--- src/rtl/fft_frame_ctrl.sv ---
// fft_frame_ctrl: packs audio samples into FFT frames and tags, checks and counts the returned spectrum.
module fft_frame_ctrl #(
  parameter int FFT_PTS  = 1024,
  parameter int LOG2_PTS = 10,
  parameter int IN_W     = 24,
  parameter int DATA_W   = 32
) (
  input  logic                clk,
  input  logic                reset_n,
  input  logic                enable,
  input  logic                audio_valid,
  output logic                audio_ready,
  input  logic [IN_W-1:0]     audio_data,
  output logic                sink_valid,
  input  logic                sink_ready,
  output logic                sink_sop,
  output logic                sink_eop,
  output logic [1:0]          sink_error,
  output logic [DATA_W-1:0]   sink_real,
  output logic [DATA_W-1:0]   sink_imag,
  output logic [12:0]         fftpts_in,
  output logic                inverse,
  input  logic                source_valid,
  output logic                source_ready,
  input  logic                source_sop,
  input  logic                source_eop,
  input  logic [1:0]          source_error,
  input  logic [DATA_W-1:0]   source_real,
  input  logic [DATA_W-1:0]   source_imag,
  output logic                bin_valid,
  input  logic                bin_ready,
  output logic [DATA_W-1:0]   bin_real,
  output logic [DATA_W-1:0]   bin_imag,
  output logic [LOG2_PTS-1:0] bin_index,
  output logic                bin_last,
  output logic                frame_done,
  output logic [15:0]         frame_count,
  output logic                err,
  output logic [1:0]          err_code,
  output logic                busy
);
  typedef enum logic [1:0] {IDLE, STREAM, WAIT_OUT, ERROR} state_t;
  localparam logic [LOG2_PTS-1:0] LAST = LOG2_PTS'(FFT_PTS - 1);
  state_t state, state_nx;
  logic [LOG2_PTS-1:0] in_cnt, out_cnt;
  logic stream, wait_out, in_xfer, out_xfer, frame_end;
  logic bad_frame, bad_core, fe, ce, err_evt, clr;
  assign stream      = state == STREAM;
  assign wait_out    = state == WAIT_OUT;
  assign busy        = state != IDLE;
  assign sink_valid  = stream & audio_valid;
  assign audio_ready = stream & sink_ready;
  assign sink_sop    = stream && in_cnt == '0;
  assign sink_eop    = stream && in_cnt == LAST;
  assign sink_real   = {{(DATA_W-IN_W){audio_data[IN_W-1]}}, audio_data};
  assign sink_imag   = '0;
  assign sink_error  = 2'b00;
  assign fftpts_in   = 13'(FFT_PTS);
  assign inverse     = 1'b0;
  assign in_xfer     = sink_valid & sink_ready;
  // Beat checks are evaluated on valid alone so bin_valid never depends on bin_ready.
  assign bad_frame    = (source_sop != (out_cnt == '0)) || (source_eop != (out_cnt == LAST));
  assign bad_core     = source_error != 2'b00;
  assign source_ready = wait_out ? bin_ready : state == ERROR;
  assign bin_valid    = wait_out & source_valid & ~(bad_frame | bad_core);
  assign bin_real     = source_real;
  assign bin_imag     = source_imag;
  assign bin_index    = out_cnt;
  assign bin_last     = wait_out && out_cnt == LAST;
  assign out_xfer     = bin_valid & bin_ready;
  assign frame_end    = out_xfer && out_cnt == LAST;
  assign fe      = source_valid & ((wait_out & source_ready & bad_frame) | state == IDLE | stream);
  assign ce      = wait_out & source_valid & source_ready & bad_core;
  assign err_evt = fe | ce;
  always_comb begin
    state_nx = state;
    if (err_evt) state_nx = ERROR;
    else if (state == IDLE) state_nx = enable ? STREAM : IDLE;
    else if (stream) state_nx = (in_xfer && sink_eop) ? WAIT_OUT : STREAM;
    else if (wait_out) state_nx = frame_end ? (enable ? STREAM : IDLE) : WAIT_OUT;
    else state_nx = enable ? ERROR : IDLE;
  end
  assign clr = state_nx == IDLE || state_nx == ERROR;
  always_ff @(posedge clk or negedge reset_n) begin
    if (!reset_n) begin
      state       <= IDLE;
      in_cnt      <= '0;
      out_cnt     <= '0;
      frame_done  <= 1'b0;
      frame_count <= '0;
      err         <= 1'b0;
      err_code    <= 2'b00;
    end else begin
      state       <= state_nx;
      in_cnt      <= clr ? '0 : in_xfer ? (sink_eop ? '0 : in_cnt + LOG2_PTS'(1)) : in_cnt;
      out_cnt     <= clr ? '0 : out_xfer ? (frame_end ? '0 : out_cnt + LOG2_PTS'(1)) : out_cnt;
      frame_done  <= frame_end;
      frame_count <= frame_count + 16'(frame_end);
      err         <= err | err_evt;
      err_code    <= err_evt ? {fe, ce} : err_code;
    end
  end
endmodule

--- config.mk ---
export PLATFORM = sky130hd
export DESIGN_NAME = fft_frame_ctrl
export DESIGN_NICKNAME = d
export VERILOG_FILES = /design/src/rtl/fft_frame_ctrl.sv
export SDC_FILE = /design/constraint.sdc
export NUM_CORES = 1
export LEC_CHECK = 0
export ABC_CLOCK_PERIOD_IN_PS = 7100
export BUFFER_PORTS_ARGS = -buffer_cell sky130_fd_sc_hd__buf_2
export CORE_ASPECT_RATIO = 1.25
export CORE_UTILIZATION = 25
export CTS_CLUSTER_DIAMETER = 80
export CTS_CLUSTER_SIZE = 28
export DETAILED_ROUTE_END_ITERATION = 10
export PLACE_DENSITY = 0.6
export SYNTH_ARGS = -nofsm -noshare
export SYNTH_HDL_FRONTEND = slang
export SYNTH_SLANG_ARGS = --single-unit
--- constraint.sdc ---
create_clock -name clk -period 7.1 [get_ports clk]
set_input_delay 0.71 -clock clk [delete_from_list [all_inputs] [get_ports clk]]
set_output_delay 0.71 -clock clk [all_outputs]
set_load 0.02 [all_outputs]
Yosys cells after proc, flatten, opt, wreduce, memory -nomap -nowiden:

Cells that the tools add are included.

* memory bits (read-only): 0
* flip-flop bits (word level): 42
* memories kept: 0
* bits in writable memories: 0
* word-level logic and storage cells: 65
* input port bits: 99
* output and inout port bits: 182
* latch bits: 0

* reduce and logical (&&, ||, !) cells: 15
* div/mod/pow operators: 0
* equal/unequal tests: 8
* multiply operators: 0
* magnitude comparators: 0
* add/sub/neg operators: 3
* bitwise operators: 17
* shifts and indexed selects: 0
* multiplexer cells: 15

Operator list (count)
* 10-bit two-way mux: 6
* 10-bit by 1-bit adder with 10-bit output (second input constant): 2
* 10-bit == test (second input constant): 2
* 10-bit logical NOT: 2
* 16-bit by 1-bit adder with 16-bit output: 1
* 2-bit two-way mux: 7
* 1-bit AND: 11
* 2-bit nonzero test: 4
* 2-bit == test (second input constant): 3
* 1-bit logical AND: 5
* 1-bit bitwise OR: 5
* 2-bit logical NOT: 2
* 2-bit by 1-bit == test with 1-bit output (second input constant): 1
* 1-bit logical OR: 2
* 1-bit two-way mux: 2
* 1-bit inequality test: 2
* 1-bit inverter: 1

Longest topological paths before layout:

Gate-level depths: netlist of run 1.

* depth after elaboration: 16
* mapped depth: 13
* gate-level depth less buffers: 13

Least setup slack after synthesis of run 1:

OpenSTA, ideal clock, no wires.

* kind: input to register
* from: input source_error[1]
* to: register frame_count[12]
* slack: 4.396 ns
* setup time: 0.130 ns
* stages: 12
* data arrival time: 2.573 ns
* cells stage by stage: nor4b_4 > nand4_1 > nor3_1 > and2_1 > ha_1 > ha_1 > nand3_1 > nor2_1 > nand2_1 > nor2_1 > nand2_1 > xnor2_1

* word-level cells in the longest chain between the ends: 7

Ends and longest elaborated chain
* start: declaration: RTL line 27 `input logic [1:0] source_error,`
* 2-bit nonzero test: RTL line 63 `assign bad_core = source_error != 2'b00;`
* 1-bit bitwise OR: RTL line 65 `assign bin_valid = wait_out & source_valid & ~(bad_frame | bad_core);`
* 1-bit inverter: RTL line 65
* 1-bit AND: RTL line 65
* 1-bit AND: RTL line 70 `assign out_xfer = bin_valid & bin_ready;`
* 1-bit logical AND: RTL line 71 `assign frame_end = out_xfer && out_cnt == LAST;`
* net frame_end: RTL line 46 `logic stream, wait_out, in_xfer, out_xfer, frame_end;`
* 16-bit by 1-bit adder with 16-bit output: RTL line 98 `frame_count <= frame_count + 16'(frame_end);`
* end signal: assignment: RTL line 98
* end: declaration: RTL line 37 `output logic [15:0] frame_count,`

The timed path passes the listed nets, and every way through them passes these cells.
A chain may end at the register's enable or synchronous reset.

Worst setup path in the final report of run 1:

* from: register out_cnt[0], in the netlist bin_index[0]
* to: output bin_valid

* word-level cells in the longest chain between the ends: 6
* elaborated cells on any way between the ends: 8

Ends and longest elaborated chain
* start: declaration: RTL line 45 `logic [LOG2_PTS-1:0] in_cnt, out_cnt;`
* start signal: assignment: RTL line 96 `out_cnt <= clr ? '0 : out_xfer ? (frame_end ? '0 : out_cnt + LOG2_PTS'(1)) : out_cnt;`
* 10-bit == test or 10-bit logical NOT (tied branches): RTL line 62 `assign bad_frame = (source_sop != (out_cnt == '0)) || (source_eop != (out_cnt == LAST));`
* 1-bit inequality test: RTL line 62
* 1-bit logical OR *: RTL line 62
* 1-bit bitwise OR *: RTL line 65
* 1-bit inverter *: RTL line 65
* 1-bit AND *: RTL line 65
* end: declaration: RTL line 30 `output logic bin_valid,`

Every way passes the cells marked *; elsewhere a longest branch is shown, timed or not.

==> results.cfg, run 1 <==
[pwr]
ir_drop_mv = 0.0725
powerDensity_mw_per_mm2 = 232
power_leakage_nw = 1.49

[timing]
rsz0062_at_grt = false
hold_violations = 0
relSlewSlack_pct = 35.4
fin_worst_skew_ps = 4.21
setup_viol = 0
max_freq_ghz = 0.323
slew_viol_final = 0
tightest_slew_ps = 969
finalCritPeriodShare_pct = 43.6
tns_ps = 0
period_minus_slack_ps = 3100

[place]
port_buffers = 48
gp_congestion = 0.805
dpl.hpwl_um = 5770
placed_cells = 490
postPlaceCellArea_mm2 = 0.00283

[logic_synthesis]
synth_area_leaders = buf_4, dfrtp_1, xor2_1
syn_inst = 375
synth.yosys.warnings = 0
synth.distinct_cells = 37
yosysSeqAreaShare_pct = 31.8
syn_avg_cell_area_um2 = 8.81
netlist_area_mm2 = 0.00330
synth.top_cell.area_share_pct = 33.0
synth_top_area_cell = buf_4
synth_seq_cells = 42

[cts]
clock-root-buffer = clkbuf_16
cts_tree = yes
hold_buffers = 0
clkLatencyLatePin_ps = 290
htree_levels = 2
cts_resized = 0
cts_sinks = 42
clk_pin_slew_ps = 60
cts_buffers = 5
cts_buffer_depth = 2
postCtsSetupBuffers = 0

[critical_path]
path_cells = ha_1 > nand2_1 > nor3_2 > xnor2_1 > nand2_1 > nor2_1 > buf_2
worst_ep_arrival_time_ps = 2390
critical_path.most_common_cell = nand2_1
crit_type = reg2out
worst_path_dominant_cell_family = XOR/XNOR gates
max_stage_delay_ps = 700
path_buf_inv = 1
cp-start-kind = flip-flop
crit_slowest_cell = xnor2_1
crit_path_max_fanout = 11
endpoint_kind = output pin
required_ps = 6390
r2r_setup_slack_ps = 4250

[drt]
drc = 0
avgRoutedWirePerCell_um = 14.4
viasPerCell = 4.18
ant_nets = 0
drt_first_iter_violations = 79
vias = 2082
drtPass1Iterations = 4
wl_um = 7160

[cells_and_area]
nets = 434
final_layout_size_suffix_gt1_share_pct = 19.4
final_cell_mix = conb_1, buf_2, dfrtp_1
n_antenna_cell = 0
final_util_pct = 23.4
area_delta_synth_final_pct = -9.40
post-route-cell-area_mm2 = 0.00299
fin_cells = 498

[floorplan]
fp.coreArea_mm2 = 0.0128
chipHeight_um = 130
ioPinCount = 281
dieArea_mm2 = 0.0137
die_w_um = 105
row_count = 46
initial_utilization_pct = 25.8

[outcome]
status = finished, final reports clean

[job]
drv_cap = 0

[hold_path]
holdCritPathClass = reg2reg

[global_route]
grtUsageTotal_pct = 10.1
grt-ovfl-total = 0
antenna_found_initial = 0
grt_pass1_wl_um = 10600
grt_pass1_vias = 1917
grt_max_degree = 43
[path summary, 6_finish.rpt]
kind,startpoint,end,depth (start not counted)
setup / recovery,bin_index[0],bin_valid,7
hold / removal,frame_count[15],frame_count[15],1
setup reg to reg,bin_index[4],frame_count[14],12
hold reg to reg,frame_count[15],frame_count[15],1
max in group asynchronous,reset_n,bin_index[5],1
min in group asynchronous,reset_n,in_cnt[3],1
[synthesized netlist by cell type (all sizes together)]
cell type	number
buf	147
a21oi	7
dfrtp	42
or3	1
a21o	1
and2	3
nor2	26
mux2i	1
nand3b	1
nor4b	1
nand4b	4
nor4	3
and4	2
ha	6
nor3	12
o21a	1
inv	8
o211ai	1
conb	2
or2	2
nor2b	2
and3	10
nand4	12
xnor2	11
or3b	1
nand2	22
o31ai	1
o21ai	6
nand2b	1
xor2	20
nand3	15
and2b	1
a31o	1
nor3b	1
[worst register-to-register path, cell delays in order (launching register included)]
cell	delay [ps]
dfrtp_1	440
nor4_1	290
nand4b_1	220
xor2_1	280
and2_1	290
ha_1	240
ha_1	190
nand3_1	110
nor2_1	220
nand2_1	110
nor2_1	150
nand2_1	80
xnor2_1	130
[metrics by stage]
stage	total power, mW	hold slack, ps	setup WS [ps]
after floorplan	0.488	414	4400
after global placement	0.436	450	4020
after detailed placement	0.438	461	3970
after CTS	0.704	478	4010
after global routing	0.734	496	3810
final	0.693	479	4000
[cell families after synthesis]
family / share of synthesized area (%)
AOI/OAI and AO/OA: 3.15
xor gates and xnor gates: 8.22
DFF: 31.8
and+or+nand+nor: 19.7
buffers and inverters: 34.2
adders and majority gates: 2.27
other: 0.227
muxes: 0.417
[report_power, final]
| part | switching, mW | internal, mW | leakage, nW |
|---|---|---|---|
| sequential | 0.0185 | 0.251 | 0.571 |
| clock | 0.0957 | 0.165 | 0.0836 |
| combinational | 0.117 | 0.0459 | 0.832 |
[registers in the layout, summed over array words and instances, names as in the netlist]
signal / count
in_cnt: 10
bin_index: 10
err: 1
err_code: 2
frame_done: 1
frame_count: 16
state: 2
[per-layer routing]
layer  GRT usage [%]  part of all wire, %  up-vias
met2            16.9                   47      115
met4            7.95                  6.2        0
met1            9.14                   33      968
li1                -                    -      947
met3            5.95                   14       52
met5               0                    0        -
[layout make-up]
class / instances / area (um^2)
multi-input cells: 224 / 1290
clock buffers: 5 / 125
fillers: 1403 / 9790
inverters: 8 / 30.0
clock inverters: 3 / 40.0
flip-flops and latches: 42 / 1050
well taps: 168 / 210
repair buffers: 48 / 240
Note: power is estimated with default switching activity, not from simulation.
==> inputs of run 2 (changes only) <==
--- a/config.mk
+++ b/config.mk
@@ -5,14 +5,14 @@
 export SDC_FILE = /design/constraint.sdc
 export NUM_CORES = 1
 export LEC_CHECK = 0
-export ABC_CLOCK_PERIOD_IN_PS = 7100
+export ABC_CLOCK_PERIOD_IN_PS = 2750
 export BUFFER_PORTS_ARGS = -buffer_cell sky130_fd_sc_hd__buf_2
 export CORE_ASPECT_RATIO = 1.25
 export CORE_UTILIZATION = 25
 export CTS_CLUSTER_DIAMETER = 80
 export CTS_CLUSTER_SIZE = 28
 export DETAILED_ROUTE_END_ITERATION = 10
-export PLACE_DENSITY = 0.6
+export PLACE_DENSITY = 0.63
 export SYNTH_ARGS = -nofsm -noshare
 export SYNTH_HDL_FRONTEND = slang
 export SYNTH_SLANG_ARGS = --single-unit
==> constraint.sdc (replaced) <==
create_clock -name clk -period 2.75 [get_ports clk]
set_input_delay 0.275 -clock clk [delete_from_list [all_inputs] [get_ports clk]]
set_output_delay 0.275 -clock clk [all_outputs]
set_load 0.02 [all_outputs]
==> run 2 against run 1 <==
Effect of this change: hold slack got worse by 320 ps; utilization grew 0.49 points; critical endpoint is now frame_count[15]; largest power group unchanged; setup slack got worse by 3800 ps; largest cell class unchanged; final cell count increased by 2.0%; via count increased by 3.8%; clock skew is 2.3 ps higher; critical path depth increased by 4; routed wire length is 15% higher; sequential power grew to 2.5 times the previous value.
==> results.cfg, run 2 (same netlist as run 1, synthesis figures left out) <==
[critical_path]
reg2regPathDepth = 11
worst_ep_arrival_time_ps = 2690
crit_type = reg2reg
endpoint_kind = flip-flop
worst_r2r_endpoint = frame_count[15]
required_ps = 2910
crit_path_max_fanout = 6
r2r_setup_slack_ps = 220
rr_startpoint = bin_index[4]
cp-start-kind = flip-flop

[floorplan]
die_w_um = 105
fp.coreArea_mm2 = 0.0128
dieArea_mm2 = 0.0137
ioPinCount = 281
row_count = 46
initial_utilization_pct = 25.8
chipHeight_um = 130

[cts]
cts_tree = yes
cts_buffers = 5
clock-root-buffer = clkbuf_16
clk_pin_slew_ps = 60
clkLatencyLatePin_ps = 280
cts_sinks = 42
htree_levels = 2
cts_buffer_depth = 2
hold_buffers = 0

[place]
post-place-ws_ps = 135
placed_cells = 499
gp_congestion = 0.820
postPlaceCellArea_mm2 = 0.00289
dpl.hpwl_um = 6810
port_buffers = 48

[global_route]
grt_max_degree = 43
grt_pass1_wl_um = 12100
grtUsageTotal_pct = 11.9
grt_pass1_vias = 1963
grt-ovfl-total = 0
antenna_found_initial = 3

[cells_and_area]
final_layout_size_suffix_gt1_share_pct = 22.8
largest_register_ffs = 16
final_util_pct = 23.9
top_register = frame_count
final_cell_mix = conb_1, buf_2, dfrtp_1
nets = 444
area_delta_synth_final_pct = -7.50
post-route-cell-area_mm2 = 0.00305
fillers = 1383
fin_cells = 508

[timing]
tightest_slew_ps = 969
hold_ws_ps = 161
rsz0062_at_grt = false
finalCritPeriodShare_pct = 91.9
setup_viol = 0
fin_worst_skew_ps = 6.51
slew_viol_final = 0
relSlewSlack_pct = 35.4
setup_ws_ps = 222
max_freq_ghz = 0.396
hold_violations = 0
tns_ps = 0
period_minus_slack_ps = 2530

[drt]
drtPass1Iterations = 4
wl_um = 8240
avgRoutedWirePerCell_um = 16.2
ant_nets = 0
viasPerCell = 4.26
drt_first_iter_violations = 112
vias = 2162
drc = 0

[pwr]
power_leakage_nw = 1.52
ir_drop_mv = 0.243
finalPower_mw = 1.73
powerDensity_mw_per_mm2 = 567

[hold_path]
holdCritPathClass = in2async

[outcome]
status = finished, final reports clean

[job]
drv_cap = 0
## run 2: worst max path at each step
stage | start | slack (ps) | endpoint | depth (start not counted)
4_1_cts | bin_index[4] | 120 | frame_count[14] | 12
6_report | bin_index[4] | 220 | frame_count[15] | 11
3_3_place_gp | bin_index[4] | 220 | frame_count[12] | 12
2_1_floorplan | bin_index[4] | 110 | frame_count[12] | 12
5_1_grt | bin_index[4] | 20 | frame_count[15] | 11
3_5_place_dp | bin_index[4] | 130 | frame_count[14] | 12
## run 2: repair_timing
item / 4_1_cts / 5_1_grt
hold endpoints to repair: 0 / 0
setup buffers: 0 / 1
resized for setup: 0 / 5
endpoints found under the setup margin: 0 / 4
## run 2: layout make-up
cell class | count | area, um^2 | area share, %
multi-input combinational | 224 | 1300 | 42.6
sequential | 42 | 1050 | 34.5
timing repair buffer | 58 | 315 | 10.3
tap | 168 | 210 | 6.88
clock buffer | 6 | 139 | 4.55
inverter | 8 | 30.0 | 0.983
antenna | 2 | 5.00 | 0.164
## run 2: metal layers
layer	track usage [%]	wire length (um)	up-vias
met1	10.4	2490	1013
met3	9.28	1480	46
li1	-	-	967
met2	18.5	3620	130
met5	5.00	133	-
met4	8.20	515	6
## run 2: critical path: stages, from the launching register on
cell,delay (ps)
dfrtp_1,420
nor4_1,290
nand4b_1,190
xor2_1,200
and2_1,190
ha_1,210
nand2_1,60
nor2_1,170
nand3_1,170
nor2_1,240
nand3_1,130
xnor2_1,140
## run 2: power by group
group / leakage, nW / internal [mW] / switching, mW
clock: 0.0688 / 0.351 / 0.225
combinational: 0.881 / 0.144 / 0.328
sequential: 0.567 / 0.650 / 0.0346
total: 1.52 / 1.14 / 0.587
==> inputs of run 3 (changes only) <==
--- a/config.mk
+++ b/config.mk
@@ -12,7 +12,7 @@
 export CTS_CLUSTER_DIAMETER = 80
 export CTS_CLUSTER_SIZE = 28
 export DETAILED_ROUTE_END_ITERATION = 10
-export PLACE_DENSITY = 0.63
+export PLACE_DENSITY = 0.65
 export SYNTH_ARGS = -nofsm -noshare
 export SYNTH_HDL_FRONTEND = slang
 export SYNTH_SLANG_ARGS = --single-unit
==> run 3 against run 2 <==
Effect of this change: utilization up 0.35 points; die area unchanged; global-route usage decreased by 0.36 points; register-to-register slack worse by 40 ps; critical path type unchanged; largest power group unchanged; highest routed layer unchanged.
==> results.cfg, run 3 (same netlist as run 1, synthesis figures left out) <==
[critical_path]
path_buf_inv = 0
rr_startpoint = bin_index[4]
r2r_setup_slack_ps = 180
path_cells = nor4_2 > nand4b_1 > xor2_1 > and2_1 > ha_2 > ha_1 > nand3_1 > nor2_2 > nand2_1 > nor2_2 > nand2_1 > xnor2_1
crit_type = reg2reg
cp-start-kind = flip-flop
required_ps = 2910
max_stage_delay_ps = 450
crit_slowest_cell = dfrtp_2
endpoint_kind = flip-flop
worst_ep_arrival_time_ps = 2720
worst_path_dominant_cell_family = simple AND/OR/NAND/NOR gates
crit_path_max_fanout = 6
crit_start = bin_index[4]

[floorplan]
ioPinCount = 281
dieArea_mm2 = 0.0137
row_count = 46
fp.coreArea_mm2 = 0.0128
initial_utilization_pct = 25.8
die_w_um = 105
chipHeight_um = 130

[timing]
hold_ws_ps = 154
fin_worst_skew_ps = 8.14
tightest_slew_ps = 962
finalCritPeriodShare_pct = 93.3
hold_violations = 0
relSlewSlack_pct = 35.8
tns_ps = 0
slew_viol_final = 0
period_minus_slack_ps = 2570
max_freq_ghz = 0.390
setup_viol = 0

[drt]
drtPass1Iterations = 4
drc = 0
viasPerCell = 4.30
avgRoutedWirePerCell_um = 16.1
drt_first_iter_violations = 109
wl_um = 8230
ant_nets = 0
vias = 2192

[place]
port_buffers = 48
placed_cells = 499
gp_congestion = 0.814
dpl.hpwl_um = 6740

[cells_and_area]
final_layout_size_suffix_gt1_share_pct = 24.1
final_cell_mix = conb_1, buf_2, dfrtp_1
nets = 444
final_util_pct = 24.3
fin_cells = 510
fillers = 1410
top_register = frame_count
largest_register_ffs = 16
area_delta_synth_final_pct = -6.14

[outcome]
status = finished, final reports clean

[global_route]
grt_pass1_wl_um = 11900
grt-ovfl-total = 0
antenna_found_initial = 3
grtUsageTotal_pct = 11.6
grt_max_degree = 43
grt_pass1_vias = 2028

[cts]
clk_pin_slew_ps = 60
cts_sinks = 42
cts_tree = yes
clkLatencyLatePin_ps = 280
hold_buffers = 0
clock-root-buffer = clkbuf_16
htree_levels = 2
cts_buffer_depth = 2
cts_buffers = 5

[pwr]
finalPower_mw = 1.81
power_leakage_nw = 1.53
powerDensity_mw_per_mm2 = 585
ir_drop_mv = 0.394

[job]
drv_cap = 0

[hold_path]
holdCritPathClass = in2async
run 3: cell types whose count changed in the layout (fill, tap and decap cells not counted), sizes merged:
cell / previous run / this run
bufinv: 0 / 1
clkinvlp: 0 / 1
run 3: area by class of cell:
cell class              instances  area (um^2)  area share (%)
multi-input cells             224         1320            42.6
flip-flops and latches         42         1050            34.0
repair buffers                 58          315            10.2
well taps                     168          210            6.78
clock buffers                   6          129            4.16
clock inverters                 2         37.5            1.21
inverters                       8         30.0           0.969
diodes                          2         5.00           0.161
run 3: worst paths after layout:
path | endpoint | depth (start not counted)
worst min register to register | frame_count[15] | 1
worst max register to register | frame_count[12] | 12
max in group asynchronous | bin_index[4] | 1
worst min-delay path | frame_count[9] | 1
min in group clk | bin_index[0] | 4
worst max-delay path | frame_count[12] | 12
run 3: per-stage QoR:
stage,worst slack (ps),cell area (um^2)
floorplan,112,3470
global placement,221,2890
global route,-24.1,3100
finish,185,3100
CTS,127,3060
detailed placement,141,2890
run 3: timing repair:
action	in CTS	in global routing
setup buffers	0	1
endpoints found under the setup margin	0	6
gates resized for setup	0	9
run 3: layer usage:
metal / wire [um] / GRT usage (%)
met1: 2650 / 10.7
met2: 3920 / 19.4
met3: 1140 / 6.85
met4: 491 / 7.62
met5: 18 / 0.714
run 3: power by group:
part	internal (mW)	switching (mW)
Clock	0.429	0.242
Sequential	0.650	0.0330
Combinational	0.131	0.328
Total	1.21	0.603
